[config.mk]
export PLATFORM = sky130hd
export DESIGN_NAME = reg_bank_arbiter
export DESIGN_NICKNAME = d
export VERILOG_FILES = /design/src/rtl/reg_bank_arbiter.sv
export SDC_FILE = /design/constraint.sdc
export NUM_CORES = 1
export LEC_CHECK = 0
export ABC_AREA = 0
export CELL_PAD_IN_SITES_DETAIL_PLACEMENT = 1
export CELL_PAD_IN_SITES_GLOBAL_PLACEMENT = 1
export CORE_ASPECT_RATIO = 1.1
export CORE_MARGIN = 4
export CORE_UTILIZATION = 36
export CTS_CLUSTER_DIAMETER = 80
export CTS_CLUSTER_SIZE = 40
export DETAILED_ROUTE_END_ITERATION = 8
export PLACE_DENSITY_LB_ADDON = 0.1
export SLEW_MARGIN = 20
export SYNTH_ARGS = -nofsm -noshare
export SYNTH_HDL_FRONTEND = slang
export SYNTH_SLANG_ARGS = --single-unit
[constraint.sdc]
create_clock -name clk -period 4.9 [get_ports clk]
set_input_delay 0.98 -clock clk [delete_from_list [all_inputs] [get_ports clk]]
set_output_delay 0.98 -clock clk [all_outputs]
set_load 0.05 [all_outputs]
[src/rtl/reg_bank_arbiter.sv]
// Register bank shared by two requesters over a req/done handshake.
// Round-robin pointer picks the winner when both request in IDLE.
module reg_bank_arbiter #(
  parameter int WIDTH = 8,
  parameter int DEPTH = 4,
  parameter int AW    = 2
) (
  input  logic                   clk,
  input  logic                   rst_n,
  input  logic                   req_a,
  input  logic                   we_a,
  input  logic [AW-1:0]          addr_a,
  input  logic [WIDTH-1:0]       wdata_a,
  output logic                   gnt_a,
  output logic                   done_a,
  input  logic                   req_b,
  input  logic                   we_b,
  input  logic [AW-1:0]          addr_b,
  input  logic [WIDTH-1:0]       wdata_b,
  output logic                   gnt_b,
  output logic                   done_b,
  output logic [WIDTH-1:0]       rdata,
  output logic [DEPTH*WIDTH-1:0] q_all
);

  typedef enum logic [1:0] {
    S_IDLE,
    S_ACCESS,
    S_DONE
  } state_t;

  state_t           state_q, state_d;
  logic             owner_q, owner_d;
  logic             ptr_q, ptr_d;
  logic [WIDTH-1:0] rdata_q, rdata_d;
  logic [WIDTH-1:0] regs_q [DEPTH];
  logic [WIDTH-1:0] regs_d [DEPTH];

  logic             sel_we;
  logic [AW-1:0]    sel_addr;
  logic [WIDTH-1:0] sel_wdata;
  logic [WIDTH-1:0] rd_val;

  // owner_q: 0 = A, 1 = B; same encoding for ptr_q
  assign sel_we    = owner_q ? we_b    : we_a;
  assign sel_addr  = owner_q ? addr_b  : addr_a;
  assign sel_wdata = owner_q ? wdata_b : wdata_a;

  // addresses beyond DEPTH match no register and read as zero
  always_comb begin
    rd_val = '0;
    for (int i = 0; i < DEPTH; i++) begin
      if (sel_addr == AW'(i)) rd_val = regs_q[i];
    end
  end

  always_comb begin
    state_d = state_q;
    owner_d = owner_q;
    ptr_d   = ptr_q;
    rdata_d = rdata_q;
    regs_d  = regs_q;
    gnt_a   = 1'b0;
    gnt_b   = 1'b0;
    done_a  = 1'b0;
    done_b  = 1'b0;
    unique case (state_q)
      S_IDLE: begin
        if (req_a && req_b) owner_d = ptr_q;
        else if (req_a)     owner_d = 1'b0;
        else if (req_b)     owner_d = 1'b1;
        if (req_a || req_b) state_d = S_ACCESS;
      end
      S_ACCESS: begin
        gnt_a = !owner_q;
        gnt_b = owner_q;
        if (sel_we) begin
          for (int i = 0; i < DEPTH; i++) begin
            if (sel_addr == AW'(i)) regs_d[i] = sel_wdata;
          end
        end else begin
          rdata_d = rd_val;
        end
        state_d = S_DONE;
      end
      S_DONE: begin
        gnt_a   = !owner_q;
        gnt_b   = owner_q;
        done_a  = !owner_q;
        done_b  = owner_q;
        ptr_d   = !owner_q;
        state_d = S_IDLE;
      end
      default: state_d = S_IDLE;
    endcase
  end

  always_ff @(posedge clk) begin
    if (!rst_n) begin
      state_q <= S_IDLE;
      owner_q <= 1'b0;
      ptr_q   <= 1'b0;
      rdata_q <= '0;
      regs_q  <= '{default: '0};
    end else begin
      state_q <= state_d;
      owner_q <= owner_d;
      ptr_q   <= ptr_d;
      rdata_q <= rdata_d;
      regs_q  <= regs_d;
    end
  end

  assign rdata = rdata_q;

  for (genvar g = 0; g < DEPTH; g++) begin : g_q
    assign q_all[g*WIDTH +: WIDTH] = regs_q[g];
  end

endmodule
After elaboration in Yosys (flattened, before gate mapping):

Index checks and enable logic that the tools add are counted.

* register bits after elaboration: 44
* latch bits: 0
* bits in writable memories: 0
* ROM bits: 0
* input bits: 26
* output and inout port bits: 44
* logic and storage cells: 44
* memories kept: 0

* $add $sub $neg: 0
* multipliers: 0
* div/mod/pow operators: 0
* order comparisons: 0
* eq/ne operators: 6
* shift-type cells: 0
* muxes and demuxes: 16
* bitwise gates (word level): 1
* reductions and logical operators: 13

Operators with widths (count)
* $mux W8: 5
* $reduce_and A3 Y1: 4
* $mux W1: 8
* $eq A2 B2 Y1 const B: 3
* $eq A2 B1 Y1 const B: 2
* $logic_not A2 Y1: 2
* $mux W2: 2
* $pmux W2 S2: 1
* $reduce_and A2 Y1: 2
* $reduce_bool A3 Y1: 1
* $ne A2 B2 Y1 const B: 1
* $reduce_or A2 Y1: 1
* $logic_and A1 B1 Y1: 1
* $logic_not A1 Y1: 1
* $logic_or A1 B1 Y1: 1
* $not A1 Y1: 1

Longest topological paths before layout:

Gate-level depths: netlist (run 1).

* depth in word-level cells: 6
* depth in mapped cells: 7
* gate-level depth less buffers: 6

Worst setup path after synthesis (run 1):

No wires, ideal clock.

* path kind: reg-to-output
* from: register owner_q
* to: output done_a
* data arrival time: 1.417 ns
* data required time: 3.920 ns
* path slack: 2.503 ns
* cell stages (with the launch flop): 5
* buffers on the path: 3
* path through: dfxtp_1 -> buf_6 -> buf_6 -> buf_4 -> nor2b_1

* longest elaborated chain between the ends: 2

RTL lines
* from (decl): RTL line 33 `logic owner_q, owner_d;`
* from (signal assigned): RTL line 107 `owner_q <= owner_d;`
* $logic_not A1 Y1: RTL line 89 `done_a = !owner_q;`
* $mux W1: RTL line 67 `unique case (state_q)`
* to (decl): RTL line 15 `output logic done_a,`

Every way passes these cells.

Worst setup path after layout (run 1):

* from: register state_q[1]
* to: output gnt_a

* longest elaborated chain between the ends: 3
* elaborated cells on any way between the ends: 4
* those cells by class: eq/ne: 2; mux: 1; reduce/logical: 1

RTL lines
* from (decl): RTL line 32 `state_t state_q, state_d;`
* from (signal assigned): RTL line 106 `state_q <= state_d;`
* $eq A2 B1 Y1 or $eq A2 B2 Y1 (tied branches): RTL line 67
* $reduce_or A2 Y1 (no line) *
* $mux W1 *
* to (decl): RTL line 14 `output logic gnt_a,`

Mark *: on every way between the ends. The rest lies on a longest branch, timed or not.

==> results of run 1 <==
layout make-up:
type | instances | area share, %
well taps | 77 | 3.29
clock buffers | 6 | 2.48
repair buffers | 71 | 24.1
clock inverters | 1 | 0.171
inverters | 4 | 0.513
multi-input cells | 160 | 39.3
flip-flops and latches | 44 | 30.1
worst max-delay path: stages (launching register included):
cell	delay (ns)
dfxtp_1	0.36
inv_1	0.08
ha_1	0.29
nor2b_1	0.16
clkdlybuf4s50_1	0.83
stage by stage:
stage	hold slack, ns	util, %	worst slack [ns]
final	0.477	51.0	1.90
after global routing	0.491	51.0	1.81
after CTS	0.484	51.0	1.87
after detailed placement	0.457	49.7	1.94
after global placement	0.458	49.7	1.95
after floorplan	0.465	-	2.50
logic make-up (layout without fill, tap and decap cells):
kind of cell,count (synthesis),count (layout)
flops,44,44
buf+inv,18,82
compound gates,40,40
mux,30,30
simple gates,87,87
fa+ha+maj,3,3
synth_stat cells, types with 2 or more instances:
library cell  count
nand3b_1          2
and2_1            3
dfxtp_1          44
mux2i_2           3
and3_1            8
mux2_2           10
nand2_1          28
nor2b_1          19
o211ai_2          2
o221ai_1          7
inv_1             4
nor2_1            3
buf_2             4
mux2i_1          16
clkbuf_1          7
o21ai_1          16
buf_6             2
ha_1              3
nand3_1          18
o2bb2ai_1         7
registers in the layout (all words and copies together) (netlist names):
register  flops
ptr_q         1
rdata         8
owner_q       1
q_all        32
state_q       2
power breakdown:
part           total, mW  switching (mW)  internal (mW)
Clock              0.218           0.121         0.0971
Sequential         0.376         0.00844          0.368
Combinational      0.175           0.105         0.0705
Total              0.770           0.234          0.536
routing by layer:
layer  track usage (%)  vias up
li1                  -      916
met1              25.3      887
met2              29.9       38
met3              4.18        5
met4              6.30        0
met5                 0        -
path summary, 6_finish.rpt:
kind              start  cells after the start       end
min reg2reg    rdata[6]                      1  rdata[6]
max reg2reg     owner_q                      5  rdata[0]
min            rdata[6]                      1  rdata[6]
max          state_q[1]                      4     gnt_a
==> impl_metrics.csv, run 1 <==
group,metric,value,unit
detailed_routing,vias_per_cell,5.09,
detailed_routing,wl_met2,3010,um
worst_setup_path,cp_max_fo,3,
final_layout,areaGrowthSynthToFinish,37.9,%
global_routing,grt.overflow.total,0,
floorplanning,die-height,88.5,um
final_layout,nets,315,
timing,tightest_slew,0.746,ns
logic_synthesis,synth_seq_cells,44,
clock_tree,cts_buffer_depth,2,
final_layout,final_cell_mix,"69 x clkdlybuf4s50_1, 44 x dfxtp_1, 28 x nand2_1, 19 x nor2b_1, 18 x nand3_1",
logic_synthesis,yosys.area_share.simple,22.1,%
timing,hold_viol_final,0,
global_routing,grt_pass1_vias,1907,
final_layout,antenna_cells,0,
clock_tree,htreeDepth,2,
placed_design,dpl.hpwl,4530,um
clock_tree,cts-root-buf,"clkbuf_8",
final_layout,nFillCells,703,
outcome,outcome,"finished clean",
floorplanning,rows,29,
worst_setup_path,critPathRequiredTime,3.92,ns
detailed_routing,wirelength_met1,2940,um
floorplanning,coreArea,0.00573,mm2
final_layout,fin_area,0.00293,mm2
worst_setup_path,arrival,2.02,ns
detailed_routing,firstDrtPassIters,3,
logic_synthesis,synth_mux_area_share,15.9,%
logic_synthesis,synth_top_area_share,41.5,%
logic_synthesis,avgSynthCellArea,9.56,um2
clock_tree,cts_buffers,5,
logic_synthesis,synth_cell_types,36,
clock_tree,cts_setup_buffers,0,
timing,period_share,61.1,%
timing,finClkSkew,0.00374,ns
floorplanning,io_pins,70,
floorplanning,die_w,81.2,um
timing,fin_crit,3.00,ns
clock_tree,clock-sinks,44,
timing,max_freq,334,MHz
logic_synthesis,syn_nets,251,
worst_hold_path,hold_path.class,"flip-flop to flip-flop",
global_routing,track_usage,18.8,%
logic_synthesis,synth_compound_area_share,14.4,%
logic_synthesis,async_flop_share,0,%
power,power.density,263,mW/mm2
clock_tree,ctsHoldBuffers,0,
placed_design,placedCellCount,356,
flow_run,cap_violations,0,
worst_setup_path,end_kind,"primary output",
final_layout,drive_gt1_share,9.79,%
placed_design,port-buffer-count,69,
floorplanning,initial_core_util,37.0,%
logic_synthesis,synth_top_family_by_area,"simple AND/OR/NAND/NOR gates",
global_routing,grt_max_degree,47,
detailed_routing,routedWlPerCell,17.3,um
worst_setup_path,crit_path_start_kind,"flip-flop",
final_layout,regArea,881,um2
detailed_routing,route.detailed.drc,0,
logic_synthesis,synth-xor-area-share,0,%
final_layout,layout_commonest_cell,"clkdlybuf4s50_1",
detailed_routing,wirelength,6280,um
global_routing,antenna_found_initial,0,
floorplanning,die_area,0.00719,mm2
placed_design,gp_congestion,0.755,
logic_synthesis,synth-edff-count,0,
clock_tree,cts_tree,"built",
timing,max_slew_margin,50.1,%
global_routing,grt_pass1_wl,10000,um
final_layout,fin_cells,363,
detailed_routing,top_layer_used,"met4",
power,finalPower,0.770,mW
logic_synthesis,synth_warnings,0,
power,cellLeakagePower,1.02,nW
timing,rsz0062_at_grt,"false",
power,vdd_drop_max,161,uV
logic_synthesis,synth_fa_ha_area_share,1.77,%
logic_synthesis,seq_area_frac_synth,41.5,%
logic_synthesis,yosysTopAreaCell,"dfxtp_1",
clock_tree,cts_resized,0,
detailed_routing,wl_met3,248,um
detailed_routing,ant_nets,0,
placed_design,place_area,0.00285,mm2
logic_synthesis,yosys_most_used_dff,"dfxtp_1",
detailed_routing,drt_iter0_drc,53,
logic_synthesis,syn_area,0.00212,mm2
final_layout,multiInputGateArea,0.00115,mm2
logic_synthesis,syn-instance-count,222,
worst_setup_path,rrSetupSlack,2.73,ns
detailed_routing,via_count,1846,
timing,tns,0,ns
clock_tree,clk_pin_slew,0.08,ns
timing,setup_viol,0,
logic_synthesis,synth_top_cells_by_area,"dfxtp_1 42%, mux2i_1 7.5%, nor2b_1 5.6%",
worst_setup_path,path_class,"flip-flop to primary output",
timing,slew_violations,0,
clock_tree,clock_latency,0.30,ns
Note: power is estimated with default switching activity, not from simulation.
==> run 2, diff against run 1 <==
- CORE_UTILIZATION: 36 -> 30
- clock period: 4.9 -> 2.7 ns (I/O delays scaled with it)
==> run 2 against run 1 <==
  * Global-route usage fell by 2.5 points
  * Clock power rose by 110%
  * Critical path depth did not move
  * Setup slack got worse by 1.6 ns
  * First-iteration DRC count rose by 30%
  * Highest routed layer unchanged
==> impl_metrics.csv, run 2 (synthesis gave the netlist of run 1 again) <==
group,metric,value,unit
timing,setup_viol,0,
worst_setup_path,cp_max_fo,3,
clock_tree,cts_setup_buffers,0,
detailed_routing,firstDrtPassIters,4,
placed_design,place_area,0.00293,mm2
timing,tightest_slew,0.564,ns
worst_setup_path,path_class,"flip-flop to primary output",
final_layout,fin_util,44.9,%
final_layout,areaGrowthSynthToFinish,42.7,%
final_layout,largest_reg_flops,32,
timing,period_share,89.7,%
timing,finClkSkew,0.00513,ns
global_routing,grt_pass1_vias,1983,
worst_setup_path,r2r-end,"q_all[12]",
clock_tree,clock-sinks,44,
clock_tree,cts_buffers,5,
timing,slew_violations,0,
detailed_routing,ant_nets,0,
power,cellLeakagePower,1.08,nW
worst_setup_path,cpPeakStageDelay,0.82,ns
timing,timing.final.ws_setup,0.278,ns
floorplanning,coreArea,0.00675,mm2
final_layout,final_cell_mix,"66 x clkdlybuf4s50_1, 44 x dfxtp_1, 28 x nand2_1, 19 x nor2b_1, 18 x nand3_1",
worst_hold_path,hold_path.class,"flip-flop to flip-flop",
global_routing,grt_max_degree,25,
floorplanning,die_w,88.2,um
placed_design,place_worst_setup_slack,0.269,ns
timing,hold_viol_final,0,
final_layout,nets,323,
floorplanning,die_area,0.00848,mm2
clock_tree,htreeDepth,2,
placed_design,gp_congestion,0.732,
timing,max_slew_margin,62.4,%
worst_setup_path,reg2regPathDepth,5,
outcome,outcome,"finished clean",
clock_tree,cts_buffer_depth,2,
detailed_routing,route.detailed.drc,0,
detailed_routing,routedWlPerCell,17.8,um
worst_setup_path,path_buf_inv,2,
detailed_routing,drt_iter0_drc,69,
detailed_routing,via_count,1925,
worst_setup_path,crit_start,"state_q[0]",
floorplanning,io_pins,70,
floorplanning,rows,31,
timing,rsz0062_at_grt,"false",
final_layout,antenna_cells,0,
placed_design,dpl.hpwl,4810,um
worst_setup_path,cp-endpoint,"done_a",
power,power.density,483,mW/mm2
worst_setup_path,r2r-start,"owner_q",
global_routing,track_usage,16.3,%
clock_tree,cts_tree,"built",
final_layout,fin_area,0.00303,mm2
global_routing,grt_pass1_wl,10500,um
timing,tns,0,ns
placed_design,port-buffer-count,69,
clock_tree,clk_pin_slew,0.09,ns
power,vdd_drop_max,177,uV
clock_tree,clock_latency,0.30,ns
final_layout,drive_gt1_share,13.9,%
final_layout,layout_commonest_cell,"clkdlybuf4s50_1",
global_routing,grt.overflow.total,0,
placed_design,placedCellCount,369,
worst_setup_path,arrival,1.88,ns
worst_setup_path,rrSetupSlack,0.82,ns
worst_setup_path,crit_family,"buffers and inverters",
worst_setup_path,crit_slowest_cell,"clkdlybuf4s50_1",
flow_run,cap_violations,0,
power,finalPower,1.46,mW
worst_setup_path,end_kind,"primary output",
clock_tree,cts-root-buf,"clkbuf_8",
clock_tree,cts_resized,0,
worst_setup_path,path_cells,"inv_1 > ha_1 > nor2b_1 > clkdlybuf4s50_1",
floorplanning,initial_core_util,31.4,%
detailed_routing,wirelength,6720,um
global_routing,antenna_found_initial,0,
worst_setup_path,crit_path_start_kind,"flip-flop",
worst_setup_path,cp.depth,4,
timing,fin_crit,2.42,ns
timing,hold_slack,0.479,ns
worst_setup_path,critPathRequiredTime,2.16,ns
timing,max_freq,413,MHz
detailed_routing,vias_per_cell,5.11,
clock_tree,ctsHoldBuffers,0,
floorplanning,die-height,96.2,um
final_layout,fin_cells,377,
[run 2: cell types whose count changed in the layout (fill, tap and decap cells not counted), sizes merged]
cell and delta:
clkdlybuf4s50 -3, buf +11, clkinvlp +2, clkinv -1
[run 2: layout make-up]
cell class / count / area (um2)
Sequential cell: 44 / 881
Multi-Input combinational cell: 160 / 1150
Clock inverter: 2 / 15.0
Timing Repair Buffer: 79 / 783
Inverter: 4 / 15.0
Tap cell: 82 / 103
Fill cell: 783 / 3720
Clock buffer: 6 / 82.6
[run 2: where the power goes]
group / leakage (nW) / switching, mW / total (mW) / internal, mW
combinational: 0.678 / 0.197 / 0.334 / 0.137
sequential: 0.356 / 0.0154 / 0.683 / 0.668
clock: 0.0434 / 0.240 / 0.447 / 0.207
total: 1.08 / 0.452 / 1.46 / 1.01
[run 2: how the worst min path moves through the flow]
stage | start | endpoint | slack (ns) | cells past startpoint
final | rdata[2] | rdata[2] | 0.48 | 1
after global routing | rdata[6] | rdata[6] | 0.50 | 1
after CTS | rdata[7] | rdata[7] | 0.48 | 1
after detailed placement | rdata[7] | rdata[7] | 0.46 | 1
after global placement | rdata[1] | rdata[1] | 0.46 | 1
after floorplan | ptr_q | ptr_q | 0.47 | 2
[run 2: layer usage]
metal  wire (um)  GRT usage, %
met1        3230          22.9
met2        3130          25.4
met3         297          3.42
met4          54          4.16
met5           0             0
==> run 3, diff against run 2 <==
- GPL_TIMING_DRIVEN: default -> 0
- SLEW_MARGIN: 20 -> default
==> run 3 against run 2 <==
  * Register-to-register slack got worse by 0.08 ns
  * First-iteration DRC count decreased by 14%
  * Core utilization increased by 0.20 points
  * Clock power increased by 27%
  * Fmax decreased by 5.7%
  * Via count increased by 0.78%
  * Setup slack got worse by 0.15 ns
  * Critical path depth increased by 1
  * Combinational power about the same
  * Final cell count increased by 1.1%
  * Clock-buffer cell count increased by 1
  * Critical path type unchanged
  * Critical endpoint is now gnt_a
  * Largest power group unchanged
==> impl_metrics.csv, run 3 (synthesis gave the netlist of run 1 again) <==
group,metric,value,unit
worst_setup_path,path_buf_inv,4,
final_layout,fin_area,0.00304,mm2
worst_setup_path,path_cells,"buf_6 > buf_6 > buf_4 > nor2b_1 > clkdlybuf4s50_1",
global_routing,track_usage,17.7,%
detailed_routing,firstDrtPassIters,4,
worst_setup_path,end_kind,"primary output",
timing,setup_viol,0,
worst_hold_path,worstHoldStart,"rdata[2]",
worst_setup_path,cp_max_fo,10,
final_layout,largest_reg_flops,32,
timing,max_freq,389,MHz
final_layout,fin_cells,381,
clock_tree,ctsHoldBuffers,0,
timing,tightest_slew,0.747,ns
final_layout,areaGrowthSynthToFinish,43.4,%
global_routing,grt_pass1_wl,11000,um
worst_setup_path,path_class,"flip-flop to primary output",
worst_setup_path,cpMostUsedCell,"buf_6",
global_routing,grt_pass1_vias,2063,
global_routing,grt_max_degree,14,
detailed_routing,route.detailed.drc,0,
final_layout,nFillCells,792,
worst_setup_path,cpPeakStageDelay,0.81,ns
clock_tree,cts-root-buf,"clkbuf_8",
final_layout,final_cell_mix,"67 x clkdlybuf4s50_1, 44 x dfxtp_1, 28 x nand2_1, 19 x nor2b_1, 18 x nand3_1",
placed_design,dpl.hpwl,4980,um
floorplanning,coreArea,0.00675,mm2
flow_run,cap_violations,0,
power,vdd_drop_max,212,uV
timing,tns,0,ns
detailed_routing,ant_nets,0,
timing,period_share,95.2,%
detailed_routing,vias_per_cell,5.09,
worst_setup_path,critPathRequiredTime,2.16,ns
outcome,outcome,"finished clean",
clock_tree,clock-sinks,44,
placed_design,place_area,0.00292,mm2
detailed_routing,routedWlPerCell,18.5,um
floorplanning,die-height,96.2,um
timing,rsz0062_at_grt,"false",
detailed_routing,drt_iter0_drc,59,
clock_tree,clock_latency,0.31,ns
timing,slew_violations,0,
placed_design,port-buffer-count,69,
clock_tree,cts_buffer_depth,2,
floorplanning,die_area,0.00848,mm2
clock_tree,clk_pin_slew,0.09,ns
placed_design,placedCellCount,373,
timing,max_slew_margin,50.0,%
global_routing,grt.overflow.total,0,
clock_tree,htreeDepth,2,
clock_tree,cts_tree,"built",
final_layout,layout_commonest_cell,"clkdlybuf4s50_1",
final_layout,nets,327,
final_layout,drive_gt1_share,11.7,%
placed_design,gp_congestion,0.728,
detailed_routing,via_count,1940,
power,finalPower,1.58,mW
clock_tree,cts_buffers,5,
worst_setup_path,r2r-start,"owner_q",
worst_hold_path,hold_path.class,"flip-flop to flip-flop",
power,cellLeakagePower,1.10,nW
worst_setup_path,arrival,2.03,ns
worst_setup_path,crit_path_start_kind,"flip-flop",
worst_setup_path,crit_slowest_cell,"clkdlybuf4s50_1",
timing,fin_crit,2.57,ns
floorplanning,initial_core_util,31.4,%
floorplanning,die_w,88.2,um
floorplanning,rows,31,
floorplanning,io_pins,70,
timing,hold_slack,0.472,ns
global_routing,antenna_found_initial,0,
worst_setup_path,crit_family,"buffers and inverters",
timing,finClkSkew,0.00576,ns
detailed_routing,wirelength,7050,um
power,power.density,520,mW/mm2
worst_setup_path,crit_start,"owner_q",
final_layout,antenna_cells,0,
timing,hold_viol_final,0,
run 3: changes by cell type in the layout (fill, tap and decap cells not counted), moves of 2 or more:
cell        previous run  this run
clkbuf_1               0         7
buf_4                 11         1
buf_6                  0         2
buf_2                  0         4
clkinvlp_4             2         0
buf_12                 2         0
run 3: worst reg2reg max path: stages (launching register included):
cell and delay [ns]:
dfxtp_1 0.33, buf_6 0.14, mux2i_2 0.57, o211ai_2 0.35, buf_2 0.30, nand3_1 0.10
o21ai_1 0.07
run 3: worst paths after layout:
path / to / slack [ns] / cells after the start
min: rdata[2] / 0.47 / 1
max reg2reg: q_all[6] / 0.74 / 6
min reg2reg: rdata[2] / 0.47 / 1
max: gnt_a / 0.13 / 5
run 3: through the flow:
| stage | setup WS (ns) | utilization [%] |
|---|---|---|
| floorplan | 0.743 | - |
| global placement | 0.0858 | 43.2 |
| detailed placement | 0.0594 | 43.2 |
| CTS | 0.0134 | 45.1 |
| global route | 0.0291 | 45.1 |
| finish | 0.131 | 45.1 |
run 3: area by class of cell:
type / instances / area (um2) / area share [%]
clock buffers: 7 / 96.3 / 3.17
clock inverters: 1 / 30.0 / 0.987
repair buffers: 69 / 692 / 22.7
inverters: 4 / 15.0 / 0.493
plain buffers: 14 / 76.3 / 2.51
multi-input cells: 160 / 1150 / 37.8
well taps: 82 / 103 / 3.37
flip-flops and latches: 44 / 881 / 28.9
run 3: timing repair:
action,in CTS,in global routing
cloned,0,0
resized for setup,1,1
setup endpoints to repair,1,1
setup buffers,0,0
run 3: routing by layer:
layer / track usage, % / vias to the layer above / share of wire (%)
met5: 0 / - / 0
met4: 6.55 / 0 / 1.5
met3: 3.34 / 9 / 4.6
met2: 27.5 / 47 / 46
met1: 24.2 / 945 / 48
li1: - / 939 / -
run 3: report_power, final:
part,total (mW),internal [mW],switching [mW]
Sequential,0.681,0.668,0.0135
Clock,0.566,0.327,0.239
Combinational,0.336,0.135,0.201
